## src/rtl/branch_resolution_unit_pkg.sv

```systemverilog
// -----------------------------------------------------------------------------
// branch_resolution_unit_pkg
// Shared definitions for the EX-stage branch resolution unit and its update
// FIFO: default widths, FIFO depth, and the packed layout of one predictor
// training entry.
//
// Entry layout (MSB .. LSB):  { pc, target, taken, bhsr }
//   bhsr   : [hist_w-1 : 0]
//   taken  : [hist_w]
//   target : [hist_w+pc_w : hist_w+1]
//   pc     : [hist_w+2*pc_w : hist_w+pc_w+1]
// -----------------------------------------------------------------------------
package branch_resolution_unit_pkg;

   localparam int DEF_PC_WIDTH   = 32;
   localparam int DEF_HIST_WIDTH = 5;
   localparam int DEF_CNT_WIDTH  = 32;

   // Two slots are enough to absorb back-to-back resolves while the predictor
   // finds a free write slot between fetch-side reads.
   localparam int FIFO_DEPTH = 2;

   function automatic int upd_entry_width(input int pc_w, input int hist_w);
      return 2 * pc_w + 1 + hist_w;
   endfunction

   function automatic int upd_taken_lsb(input int hist_w);
      return hist_w;
   endfunction

   function automatic int upd_target_lsb(input int hist_w);
      return hist_w + 1;
   endfunction

   function automatic int upd_pc_lsb(input int pc_w, input int hist_w);
      return hist_w + 1 + pc_w;
   endfunction

endpackage

```

## src/rtl/branch_resolution_unit_update_fifo.sv

```systemverilog
// -----------------------------------------------------------------------------
// update_fifo
// Two-entry synchronous FIFO holding predictor training updates.
// The head entry is presented combinationally on rd_data; it is only
// meaningful while empty is low.
//
// Ports
//   clk      in   clock
//   reset    in   asynchronous, active-low; empties the FIFO
//   wr_en    in   push wr_data (ignored while full)
//   wr_data  in   entry to push
//   rd_en    in   pop the head (ignored while empty)
//   rd_data  out  head entry
//   full     out  both slots occupied
//   empty    out  no slot occupied
//   count    out  occupancy, 0..2
// -----------------------------------------------------------------------------
module update_fifo
   import branch_resolution_unit_pkg::*;
#(
   parameter int DATA_WIDTH = 16
) (
   input  logic                  clk,
   input  logic                  reset,
   input  logic                  wr_en,
   input  logic [DATA_WIDTH-1:0] wr_data,
   input  logic                  rd_en,
   output logic [DATA_WIDTH-1:0] rd_data,
   output logic                  full,
   output logic                  empty,
   output logic [1:0]            count
);

   logic       wr_ptr_reg;
   logic       rd_ptr_reg;
   logic [1:0] count_reg;
   logic [1:0] count_next;
   logic       do_wr;
   logic       do_rd;

   assign full  = (count_reg == 2'(FIFO_DEPTH));
   assign empty = (count_reg == 2'd0);
   assign count = count_reg;

   // A push into a full FIFO is refused even if a pop happens the same cycle.
   assign do_wr = wr_en & ~full;
   assign do_rd = rd_en & ~empty;

   always_comb begin
      count_next = count_reg;
      case ({do_wr, do_rd})
         2'b10:   count_next = count_reg + 2'd1;
         2'b01:   count_next = count_reg - 2'd1;
         default: count_next = count_reg;
      endcase
   end

   always_ff @(posedge clk or negedge reset) begin
      if (!reset) begin
         wr_ptr_reg <= 1'b0;
         rd_ptr_reg <= 1'b0;
         count_reg  <= 2'd0;
      end else begin
         if (do_wr) wr_ptr_reg <= ~wr_ptr_reg;
         if (do_rd) rd_ptr_reg <= ~rd_ptr_reg;
         count_reg <= count_next;
      end
   end

   // Storage slots carry no reset: occupancy alone decides what is valid.
   for (genvar gi = 0; gi < FIFO_DEPTH; gi++) begin : gen_slot
      localparam logic SLOT = 1'(gi);
      logic [DATA_WIDTH-1:0] slot_reg;

      always_ff @(posedge clk) begin
         if (do_wr && (wr_ptr_reg == SLOT)) slot_reg <= wr_data;
      end
   end

   assign rd_data = rd_ptr_reg ? gen_slot[1].slot_reg : gen_slot[0].slot_reg;

endmodule

```

## src/rtl/branch_resolution_unit.sv

```systemverilog
// -----------------------------------------------------------------------------
// branch_resolution_unit
// Resolves control flow in EX against the next-PC chosen by the fetch-side
// gshare predictor. On a mismatch it redirects fetch, flushes IF/ID and ID/EX
// and (for control instructions) repairs the global history. Every resolved
// control instruction is queued as a training update for the predictor.
//
// Ports
//   clk, reset                 clock; asynchronous active-low reset
//   ex_valid .. ex_alu_result  EX instruction: pc, predicted next-pc, history
//                              snapshot, control decode, branch condition,
//                              PC+imm and JALR raw target
//   pc_redirect, redirect_pc   fetch must load redirect_pc
//   flush_if_id, flush_id_ex   squash younger stages
//   stall_req                  hold EX and younger while update queue is full
//   hist_restore_valid/value   overwrite global history with repaired value
//   upd_valid/ready, upd_*     training update stream (head of queue)
//   branch_count, mispred_count  statistics, wrap on overflow
// -----------------------------------------------------------------------------
module branch_resolution_unit
   import branch_resolution_unit_pkg::*;
#(
   parameter int PC_WIDTH   = DEF_PC_WIDTH,
   parameter int HIST_WIDTH = DEF_HIST_WIDTH,
   parameter int CNT_WIDTH  = DEF_CNT_WIDTH
) (
   input  logic                  clk,
   input  logic                  reset,
   input  logic                  ex_valid,
   input  logic [PC_WIDTH-1:0]   ex_pc,
   input  logic [PC_WIDTH-1:0]   ex_pred_pc,
   input  logic [HIST_WIDTH-1:0] ex_bhsr,
   input  logic                  ex_is_branch,
   input  logic                  ex_is_jal,
   input  logic                  ex_is_jalr,
   input  logic                  ex_bcond,
   input  logic [PC_WIDTH-1:0]   ex_pc_imm,
   input  logic [PC_WIDTH-1:0]   ex_alu_result,
   output logic                  pc_redirect,
   output logic [PC_WIDTH-1:0]   redirect_pc,
   output logic                  flush_if_id,
   output logic                  flush_id_ex,
   output logic                  stall_req,
   output logic                  hist_restore_valid,
   output logic [HIST_WIDTH-1:0] hist_restore_value,
   output logic                  upd_valid,
   input  logic                  upd_ready,
   output logic [PC_WIDTH-1:0]   upd_pc,
   output logic [PC_WIDTH-1:0]   upd_target,
   output logic                  upd_taken,
   output logic [HIST_WIDTH-1:0] upd_bhsr,
   output logic [CNT_WIDTH-1:0]  branch_count,
   output logic [CNT_WIDTH-1:0]  mispred_count
);

   localparam int ENTRY_WIDTH = upd_entry_width(PC_WIDTH, HIST_WIDTH);
   localparam int TAKEN_LSB   = upd_taken_lsb(HIST_WIDTH);
   localparam int TARGET_LSB  = upd_target_lsb(HIST_WIDTH);
   localparam int PC_LSB      = upd_pc_lsb(PC_WIDTH, HIST_WIDTH);

   logic                   is_ctrl;
   logic                   taken;
   logic [PC_WIDTH-1:0]    jalr_target;
   logic [PC_WIDTH-1:0]    actual_next;
   logic [PC_WIDTH-1:0]    train_target;
   logic                   fifo_full;
   logic                   fifo_empty;
   logic [1:0]             fifo_count;
   logic                   live;
   logic                   mispredict;
   logic                   enq;
   logic                   deq;
   logic [ENTRY_WIDTH-1:0] enq_entry;
   logic [ENTRY_WIDTH-1:0] head_entry;
   logic [CNT_WIDTH-1:0]   branch_count_reg;
   logic [CNT_WIDTH-1:0]   mispred_count_reg;

   // ---------------- outcome ----------------
   assign is_ctrl     = ex_is_branch | ex_is_jal | ex_is_jalr;
   assign taken       = ex_is_jal | ex_is_jalr | (ex_is_branch & ex_bcond);
   assign jalr_target = {ex_alu_result[PC_WIDTH-1:1], 1'b0};
   assign actual_next = ex_is_jalr ? jalr_target :
                        taken      ? ex_pc_imm   :
                                     ex_pc + PC_WIDTH'(4);

   // Not-taken entries still train the BTB with the branch's own target.
   assign train_target = taken ? actual_next : ex_pc_imm;

   // ---------------- compare / control ----------------
   // Every combinational output is forced low while reset is asserted.
   assign stall_req  = reset & ex_valid & is_ctrl & fifo_full;
   assign live       = reset & ex_valid & ~stall_req;
   // Non-control instructions are compared too: a BTB alias can steer fetch
   // away from pc+4 for an ordinary ALU op. A stalled instruction is not live,
   // so its mispredict fires only in the cycle it finally resolves.
   assign mispredict = live & (ex_pred_pc != actual_next);

   assign pc_redirect = mispredict;
   assign flush_if_id = mispredict;
   assign flush_id_ex = mispredict;
   assign redirect_pc = mispredict ? actual_next : '0;

   // History repair: the fetch-time snapshot shifted by the real direction.
   assign hist_restore_valid = mispredict & is_ctrl;
   assign hist_restore_value = hist_restore_valid ?
                               {ex_bhsr[HIST_WIDTH-2:0], taken} : '0;

   // ---------------- training queue ----------------
   assign enq       = live & is_ctrl;
   assign deq       = upd_ready & ~fifo_empty;
   assign enq_entry = {ex_pc, train_target, taken, ex_bhsr};

   update_fifo #(
      .DATA_WIDTH (ENTRY_WIDTH)
   ) u_update_fifo (
      .clk     (clk),
      .reset   (reset),
      .wr_en   (enq),
      .wr_data (enq_entry),
      .rd_en   (deq),
      .rd_data (head_entry),
      .full    (fifo_full),
      .empty   (fifo_empty),
      .count   (fifo_count)
   );

   // Head fields read as zero whenever nothing is queued (including reset).
   assign upd_valid  = (fifo_count != 2'd0);
   assign upd_pc     = upd_valid ? head_entry[PC_LSB +: PC_WIDTH]     : '0;
   assign upd_target = upd_valid ? head_entry[TARGET_LSB +: PC_WIDTH] : '0;
   assign upd_taken  = upd_valid & head_entry[TAKEN_LSB];
   assign upd_bhsr   = upd_valid ? head_entry[0 +: HIST_WIDTH]        : '0;

   // ---------------- statistics ----------------
   always_ff @(posedge clk or negedge reset) begin
      if (!reset) begin
         branch_count_reg  <= '0;
         mispred_count_reg <= '0;
      end else begin
         if (enq)        branch_count_reg  <= branch_count_reg  + CNT_WIDTH'(1);
         if (mispredict) mispred_count_reg <= mispred_count_reg + CNT_WIDTH'(1);
      end
   end

   assign branch_count  = branch_count_reg;
   assign mispred_count = mispred_count_reg;

endmodule

```

## config.mk

```make
export PLATFORM = sky130hd
export DESIGN_NAME = branch_resolution_unit
export DESIGN_NICKNAME = d
export VERILOG_FILES = /design/src/rtl/branch_resolution_unit_pkg.sv /design/src/rtl/branch_resolution_unit_update_fifo.sv /design/src/rtl/branch_resolution_unit.sv
export SDC_FILE = /design/constraint.sdc
export NUM_CORES = 1
export LEC_CHECK = 0
export BUFFER_PORTS_ARGS = -buffer_cell sky130_fd_sc_hd__buf_4
export CORE_MARGIN = 3
export CORE_UTILIZATION = 53
export DETAILED_ROUTE_END_ITERATION = 8
export HOLD_SLACK_MARGIN = 0.15
export PLACE_DENSITY_LB_ADDON = 0.08
export SKIP_LAST_GASP = 1
export SLEW_MARGIN = 40
export SYNTH_ARGS = -nofsm -noshare
export SYNTH_HDL_FRONTEND = slang
export SYNTH_SLANG_ARGS = --single-unit
```

## constraint.sdc

```tcl
create_clock -name clk -period 6.1 [get_ports clk]
set_input_delay 1.22 -clock clk [delete_from_list [all_inputs] [get_ports clk]]
set_output_delay 1.22 -clock clk [all_outputs]
set_load 0.03 [all_outputs]
```

After elaboration in Yosys (flattened, before gate mapping)
Cells that the tools add are included.
{"block": "totals", "register_bits": 208, "latchBits": 0, "ram_bits": 0, "mem_bits_ro": 0, "input_bits": 141, "out_inout_bits": 177, "word_cells": 52, "n_memories": 0}
{"block": "op_classes", "n_addsub": 5, "multipliers": 0, "n_div": 0, "order_cmp": 0, "eq_ne": 4, "n_shift": 0, "n_mux": 10, "bitwise": 21, "n_reduce_logical": 5}
{"cell": "$mux 32", "count": 6}
{"cell": "$mux 70", "count": 1}
{"cell": "$add 32x1->32 const B", "count": 2}
{"cell": "$add 32x3->32 const B", "count": 1}
{"cell": "$ne 32x32->1", "count": 1}
{"cell": "$and 1x1->1", "count": 12}
{"cell": "$mux 5", "count": 2}
{"cell": "$not 1->1", "count": 5}
{"cell": "$eq 2x2->1 const B", "count": 2}
{"cell": "$or 1x1->1", "count": 4}
{"cell": "$pmux 2 s2", "count": 1}
{"cell": "$reduce_bool 2->1", "count": 2}
{"cell": "$add 2x1->2 const B", "count": 1}
{"cell": "$eq 2x1->1 const B", "count": 1}
{"cell": "$logic_and 1x1->1", "count": 2}
{"cell": "$logic_not 2->1", "count": 1}
{"cell": "$sub 2x1->2 const B", "count": 1}

Longest topological paths before layout
Gate-level depths: netlist (run 1).
{"block": "depth", "depth_word": 10, "ltp_mapped": 16, "depth_no_buf": 11}

Modules after synthesis
Synthesis (run 1) repeated with hierarchy kept, for this count alone.
{"block": "unflattened", "cells_unflattened": 1024, "hier_area_um2": 11822.6}
{"mod": "branch_resolution_unit", "instances": 1, "cells_each": 788, "area_per_inst_um2": 6223.5, "seq_area_each_um2": 1601.5}
{"mod": "update_fifo", "instances": 1, "cells_each": 236, "area_per_inst_um2": 5599.1, "seq_area_each_um2": 4304.1}

Worst setup path before layout (run 1)
Ideal clock, no wire load.
{"block": "synth_path", "path_kind": "input to output", "from": "input ex_pc[4]", "to": "output redirect_pc[14]", "arrival_ns": 4.773, "required_ns": 4.880, "slack_ns": 0.107, "path_stages": 11, "path_buffers": 1, "cell_sequence": "clkbuf_1 -> nand3_1 -> nor4_2 -> nand3_1 -> a41o_1 -> or3_1 -> o2111ai_1 -> nor4_1 -> nand4_1 -> nand2_1 -> a2111oi_0"}
{"block": "synth_between", "elab_chain_cells": 6}
{"item": "from (decl)", "line": "branch_resolution_unit.sv:30", "source": "input logic [PC_WIDTH-1:0] ex_pc,"}
{"item": "$add 32x3->32 *", "line": "branch_resolution_unit.sv:84", "source": "ex_pc + PC_WIDTH'(4);"}
{"item": "$mux 32 *", "line": "branch_resolution_unit.sv:83", "source": "taken ? ex_pc_imm :"}
{"item": "$mux 32 *", "line": "branch_resolution_unit.sv:82", "source": "assign actual_next = ex_is_jalr ? jalr_target :"}
{"item": "$ne 32x32->1", "line": "branch_resolution_unit.sv:96", "source": "assign mispredict = live & (ex_pred_pc != actual_next);"}
{"item": "$and 1x1->1", "line": "branch_resolution_unit.sv:96"}
{"item": "$mux 32 *", "line": "branch_resolution_unit.sv:101", "source": "assign redirect_pc = mispredict ? actual_next : '0;"}
{"item": "to (decl)", "line": "branch_resolution_unit.sv:40", "source": "output logic [PC_WIDTH-1:0] redirect_pc,"}
Every way passes the cells marked *; elsewhere a longest branch is shown, timed or not.

Final worst setup path (run 1)
{"block": "layout_path", "from": "input ex_pc[7]", "to": "output redirect_pc[16]"}
Same word-level chain as after synthesis.

==> results of run 1 <==
==> cell usage in the layout (no fill, tap or decap), drive strengths merged, types with 5 or more instances in the layout <==
cell / count
a211oi: 6
nand4: 28
edfxtp: 140
inv: 28
and2: 7
nand4b: 7
buf: 362
clkinv: 8
a21oi: 29
or4: 6
mux2i: 78
xnor2: 73
or3: 9
and4: 8
nor2: 136
nand2b: 9
nor4: 16
and3: 26
nand2: 68
dfrtp: 68
nand3: 57
o21ai: 26
nor2b: 5
o211ai: 6
o31ai: 5
mux2: 22
nor3: 17
xor2: 35
a22oi: 6
clkbuf: 28
==> power groups by stage <==
stage	sequential [mW]	clock, mW	combinational [mW]
floorplan	1.85	0	1.31
global placement	1.88	0	2.12
detailed placement	1.88	0	2.15
CTS	1.85	1.41	2.16
global route	1.87	1.46	2.27
finish	1.86	1.39	2.15
==> logic make-up (layout without fill, tap and decap cells) <==
| group | Yosys count | in the layout | synth area share, % |
|---|---|---|---|
| AO/OA/AOI/OAI | 118 | 118 | 7.18 |
| other | 0 | 1 | 0 |
| flip-flops | 208 | 208 | 53.1 |
| XOR/XNOR | 108 | 108 | 8.50 |
| multiplexers | 100 | 100 | 9.24 |
| adder cells (fa/ha/maj) | 4 | 4 | 0.450 |
| buffers and inverters | 80 | 431 | 2.97 |
| AND/OR/NAND/NOR | 413 | 413 | 18.6 |
==> synth_stat cells (all sizes together), types with 4 or more instances <==
master	count
mux2	22
a31oi	4
nor2	136
nand3	57
xnor2	73
buf	26
edfxtp	140
a21oi	29
and4	8
nand4b	7
o21ai	26
nand2b	9
a211oi	6
nand4	28
nor2b	5
nand2	68
xor2	35
ha	4
a2111oi	4
dfrtp	68
nor4	16
and3	26
mux2i	78
and2	7
inv	27
a22oi	6
clkbuf	27
o211ai	6
nor3	17
o31ai	5
a21o	4
or3	9
or4	6
==> worst paths after layout <==
| kind | end | cells past startpoint |
|---|---|---|
| min in group asynchronous | branch_count[1] | 2 |
| setup reg to reg | branch_count[29] | 9 |
| hold reg to reg | branch_count[31] | 1 |
| max in group asynchronous | u_update_fifo.rd_ptr_reg | 2 |
| hold / removal | branch_count[31] | 1 |
| setup / recovery | redirect_pc[16] | 15 |
==> layer usage <==
metal	share of wire (%)	routed length [microns]	global-route usage [%]	up-vias
met2	47	17000	49.4	450
met4	3.2	1160	9.25	0
met3	9.5	3450	7.18	63
met5	0	0	0	-
met1	40	14600	41.9	4583
li1	-	-	-	4442
==> timing repair <==
action,in CTS,in global routing
endpoints found under the setup margin,0,32
gates resized for setup,0,2
hold buffers,0,0
buffers inserted,0,1
==> critical path: stages <==
cell and delay, ns:
buf_4 0.13, nand4_2 0.13, or4_1 0.63, buf_4 0.21, nor4_1 0.36, xor2_1 0.16, a222oi_1 0.29, buf_4 0.19
xnor2_1 0.11, nor3_1 0.07, nand4_1 0.12, nand2_2 0.14, buf_4 0.20, nor3_1 0.38, buf_4 0.24
==> area by class of cell <==
type / instances / area, sq um / area share [%]
clock buffers: 28 / 624 / 4.22
clock inverters: 14 / 139 / 0.939
repair buffers: 362 / 2760 / 18.7
multi-input cells: 743 / 4920 / 33.3
well taps: 270 / 338 / 2.28
flip-flops and latches: 208 / 5910 / 39.9
diodes: 1 / 2.50 / 0.0169
inverters: 27 / 101 / 0.685
==> run_results.csv, run 1 <==
group,metric,value,unit
run_status,status,"finished, final reports clean",
floorplan,die_x,151,microns
timing,fin_ws,0.294,ns
clock_tree,clk_pin_slew_worst_paths,0.06,ns
floorplan,initial_core_util,54.5,%
clock_tree,insertion_delay,0.52,ns
setup_path,critPathLaunch,"ex_pc[7]",
global_routing,grt_max_degree,69,
power_and_ir_drop,total_power,5.40,mW
place,dp.cells,1609,
place,dp_hpwl,27.1,mm
timing,clock_skew,0.00833,ns
clock_tree,cts_root_buffer,"clkbuf_16",
setup_path,crit_arrival,4.59,ns
drt,num_vias,9538,
yosys,synth-edff-count,140,
yosys,yosysWarnings,0,
layout,design_area,14800,sq um
drt,ant_nets,0,
power_and_ir_drop,pwr-share-clk,25.7,%
yosys,synth_area_per_cell,10.8,sq um
floorplan,coreArea,20400,sq um
clock_tree,clockBufferDepth,3,
layout,finalNetCount,1510,
power_and_ir_drop,internal_power,3.30,mW
global_routing,grt_remaining_overflow,0,
yosys,syn_inst,1031,
setup_path,start_kind,"input pin",
power_and_ir_drop,p_per_area,365,nW/um^2
timing,min_period,5.81,ns
layout,largest_reg_flops,140,
drt,first_pass_iters,6,
place,globalplace.congestion,0.950,
power_and_ir_drop,p_leak,6.38,nW
setup_path,endpoint_kind,"output pin",
timing,period_share,95.2,%
job,drv_cap,0,
layout,fillCellCount,1548,
layout,fin_util,72.4,%
layout,drive_gt1_share,31.7,%
layout,instances_no_fill,1653,
timing,relSlewSlack,44.7,%
setup_path,worst_ep_required_time,4.88,ns
power_and_ir_drop,switching_share,38.8,%
drt,first_iter_violations,730,
clock_tree,cts_tree,"built",
global_routing,antenna_found_initial,1,
place,dpl-instance-area,14000,sq um
timing,tns,0,ns
floorplan,row_count,52,
timing,fmax,0.172,GHz
yosys,synth.distinct_cells,64,
setup_path,r2r_slack,3.11,ns
worst_hold_path,hold_class,"register to register",
timing,hold_viol,0,
timing,hold_ws,0.470,ns
yosys,synth-seq-area-share,53.1,%
setup_path,cp_max_fo,9,
yosys,synth_top_area_share,37.8,%
clock_tree,cts_htree_levels,1,
drt,drc,0,
yosys,synth_top_area_cell,"edfxtp_1",
clock_tree,cts_buffers,23,
drt,wl,36.2,mm
floorplan,dieArea,22800,sq um
yosys,ys.flop_type,"edfxtp_1",
floorplan,ios,318,
clock_tree,clock-sinks,208,
drt,via_per_inst,5.77,
timing,tightest_slew,0.830,ns
timing,rsz0062_at_grt,"false",
yosys,ys_ff_latch,208,
worst_hold_path,hp-start,"branch_count[31]",
place,portBuffers,316,
global_routing,grt_pass1_vias,9383,
timing,setup_viol,0,
power_and_ir_drop,p_switching,2.09,mW
place,post-place-ws,0.204,ns
global_routing,grt_first_pass_wirelength,53.5,mm
yosys,synth_async_sr_flop_share,32.7,%
power_and_ir_drop,pwr-share-seq,34.4,%
power_and_ir_drop,ir_drop,0.365,mV
yosys,netlist_top_cells_area,"edfxtp_1 38%, dfrtp_1 15%, mux2i_1 7.0%, xnor2_1 5.7%, nor2_1 4.6%",
layout,areaGrowthSynthToFinish,32.9,%
setup_path,rr_startpoint,"u_update_fifo.count[1]",
timing,slew_viol_final,0,
floorplan,die_height,151,microns
power_and_ir_drop,combPwrFrac,39.9,%
setup_path,crit_type,"input pin to output pin",
global_routing,grt_use_total,30.8,%
yosys,synthesis.area,11100,sq um
yosys,syn_nets,1176,
drt,wire_per_inst,21.9,microns
Power figures use the tool's default switching activity.
==> run 2, diff against run 1 <==
RECOVER_POWER = 100   (was not set)
==> run 2 against run 1 <==
  * The run now ends with capacitance limit, slew limit left
  * Utilization is 3.8 points lower
  * Global-route usage stayed put
  * Die area stayed put
  * Critical path type unchanged
  * Largest power group unchanged
  * Highest routed layer unchanged
==> run_results.csv, run 2 (same netlist as run 1, synthesis figures left out) <==
group,metric,value,unit
job,drv_cap,3,
power_and_ir_drop,p_switching,2.08,mW
timing,slew_viol_final,133,
clock_tree,clock-sinks,208,
power_and_ir_drop,switching_share,40.4,%
layout,layout_commonest_cell,"clkbuf_1",
timing,min_period,5.84,ns
global_routing,use_met3,7.18,%
floorplan,initial_core_util,54.5,%
setup_path,cpMostUsedCell,"buf_4",
global_routing,antenna_found_initial,1,
setup_path,slowest_stage,"or4_1",
layout,finalNetCount,1510,
layout,largest_reg_flops,140,
place,post-place-ws,0.204,ns
clock_tree,clockBufferDepth,3,
floorplan,die_height,151,microns
layout,areaGrowthSynthToFinish,26.0,%
power_and_ir_drop,pwr-share-clk,27.0,%
global_routing,use_met1,41.9,%
timing,hold_viol,0,
power_and_ir_drop,internal_power,3.07,mW
global_routing,gr-usage-met2,49.4,%
clock_tree,cts_root_buffer,"clkbuf_16",
drt,via_per_inst,5.78,
layout,drive_gt1_share,17.9,%
power_and_ir_drop,pwr-share-seq,36.0,%
floorplan,coreArea,20400,sq um
power_and_ir_drop,p_per_area,367,nW/um^2
drt,num_vias,9559,
place,globalplace.congestion,0.950,
layout,layout_common_cells,"172 x clkbuf_1, 152 x buf_4, 140 x edfxtp_1, 136 x nor2_1, 78 x mux2i_1",
clock_tree,cts_buffers,23,
run_status,status,"finished with violations",
power_and_ir_drop,combPwrFrac,37.0,%
power_and_ir_drop,p_leak,5.68,nW
timing,clock_skew,0.00905,ns
drt,first_iter_violations,739,
timing,tightest_slew,3.60,ns
run_status,violations,"capacitance limit, slew limit",
setup_path,endpoint_kind,"output pin",
place,dpl-instance-area,14000,sq um
floorplan,ios,318,
clock_tree,clk_pin_slew_worst_paths,0.06,ns
setup_path,r2r_cells,6,
drt,wire_per_inst,21.9,microns
setup_path,crit_arrival,4.62,ns
drt,ant_nets,0,
global_routing,gr-max-usage-layer,"met2",
timing,tns,0,ns
place,dp_hpwl,27.1,mm
setup_path,crit_path_max_incr_delay,0.50,ns
timing,setup_viol,0,
timing,fin_ws,0.262,ns
global_routing,grt_remaining_overflow,0,
worst_hold_path,hold_class,"register to register",
setup_path,path_cells,"buf_4 > a211oi_4 > inv_1 > nand2_1 > nor2_1 > or4_1 > nor4_1 > nand4_1 > nor4_1 > buf_4 > nand4_1 > buf_4 > and3_1 > buf_4",
place,portBuffers,316,
power_and_ir_drop,ir_drop,0.371,mV
floorplan,row_count,52,
clock_tree,insertion_delay,0.52,ns
floorplan,die_x,151,microns
setup_path,cp.depth,14,
global_routing,grt_first_pass_wirelength,53.5,mm
global_routing,grt_use_total,30.8,%
global_routing,grt_max_degree,69,
setup_path,start_kind,"input pin",
drt,first_pass_iters,5,
timing,period_share,95.7,%
clock_tree,cts_hold_buf,0,
clock_tree,cts_tree,"built",
setup_path,worst_ep_required_time,4.88,ns
timing,hold_ws,0.469,ns
timing,rsz0062_at_grt,"false",
drt,drc,0,
global_routing,grt_pass1_vias,9383,
setup_path,critPathBufInv,5,
setup_path,crit_type,"input pin to output pin",
worst_hold_path,whs_path_depth,1,
timing,fmax,0.171,GHz
setup_path,cp_max_fo,39,
clock_tree,cts_htree_levels,1,
floorplan,dieArea,22800,sq um
setup_path,cpLargestDelayFamily,"simple AND/OR/NAND/NOR gates",
timing,relSlewSlack,-140,%
layout,design_area,14000,sq um
drt,wl,36.2,mm
==> run 2: changes by cell type in the layout (fill, tap and decap cells not counted), sizes merged <==
cell,change
buf,-196
clkbuf,+196
==> run 2: worst paths after layout <==
check	startpoint	endpoint	slack, ns
worst min register to register	branch_count[31]	branch_count[31]	0.47
worst max register to register	u_update_fifo.count[1]	u_update_fifo.gen_slot[1].slot_reg[47]	1.47
worst min-delay path	branch_count[31]	branch_count[31]	0.47
max in group asynchronous	reset	branch_count[27]	1.90
min in group asynchronous	reset	u_update_fifo.count[1]	2.20
worst max-delay path	ex_is_jalr	hist_restore_value[3]	0.26
==> run 2: cell type report <==
type | count | area (sq um)
fill | 1790 | 6400
sequential | 208 | 5910
multi-input combinational | 743 | 4900
timing repair buffer | 362 | 2010
clock buffer | 28 | 624
tap | 270 | 338
clock inverter | 14 | 139
inverter | 27 | 101
antenna | 1 | 2.50
==> run 2: metal layers <==
| metal | wire (microns) | vias to the layer above |
|---|---|---|
| met1 | 14400 | 4603 |
| met2 | 17000 | 464 |
| met3 | 3620 | 55 |
| li1 | - | 4437 |
| met5 | 0 | - |
| met4 | 1100 | 0 |
==> run 2: worst reg2reg max path: stages, from the launching register on <==
cell and delay [ns]:
dfrtp_1 0.41, nor2b_1 0.16, nor2_1 0.18, clkbuf_1 0.43, and2_0 1.07, clkbuf_1 1.11
clkbuf_2 0.85
==> run 2: metrics by stage <==
step | std cells | utilization, % | power [mW]
after floorplan | 1031 | - | 3.15
after global placement | 1607 | 68.4 | 4.00
after detailed placement | 1609 | 68.6 | 4.03
after CTS | 1651 | 72.3 | 5.42
after global routing | 1653 | 68.6 | 5.35
final | 1653 | 68.6 | 5.15
==> run 2: timing repair <==
item,4_1_cts,5_1_grt
endpoints found under the hold margin,0,0
endpoints found under the setup margin,0,32
resized for setup,0,2
setup buffers,0,1
==> run 2: power groups by stage <==
stage	Combinational [mW]	Sequential, mW	Clock (mW)
after floorplan	1.31	1.85	0
after global placement	2.12	1.88	0
after detailed placement	2.15	1.88	0
after CTS	2.16	1.85	1.41
after global routing	2.02	1.87	1.46
final	1.91	1.85	1.39
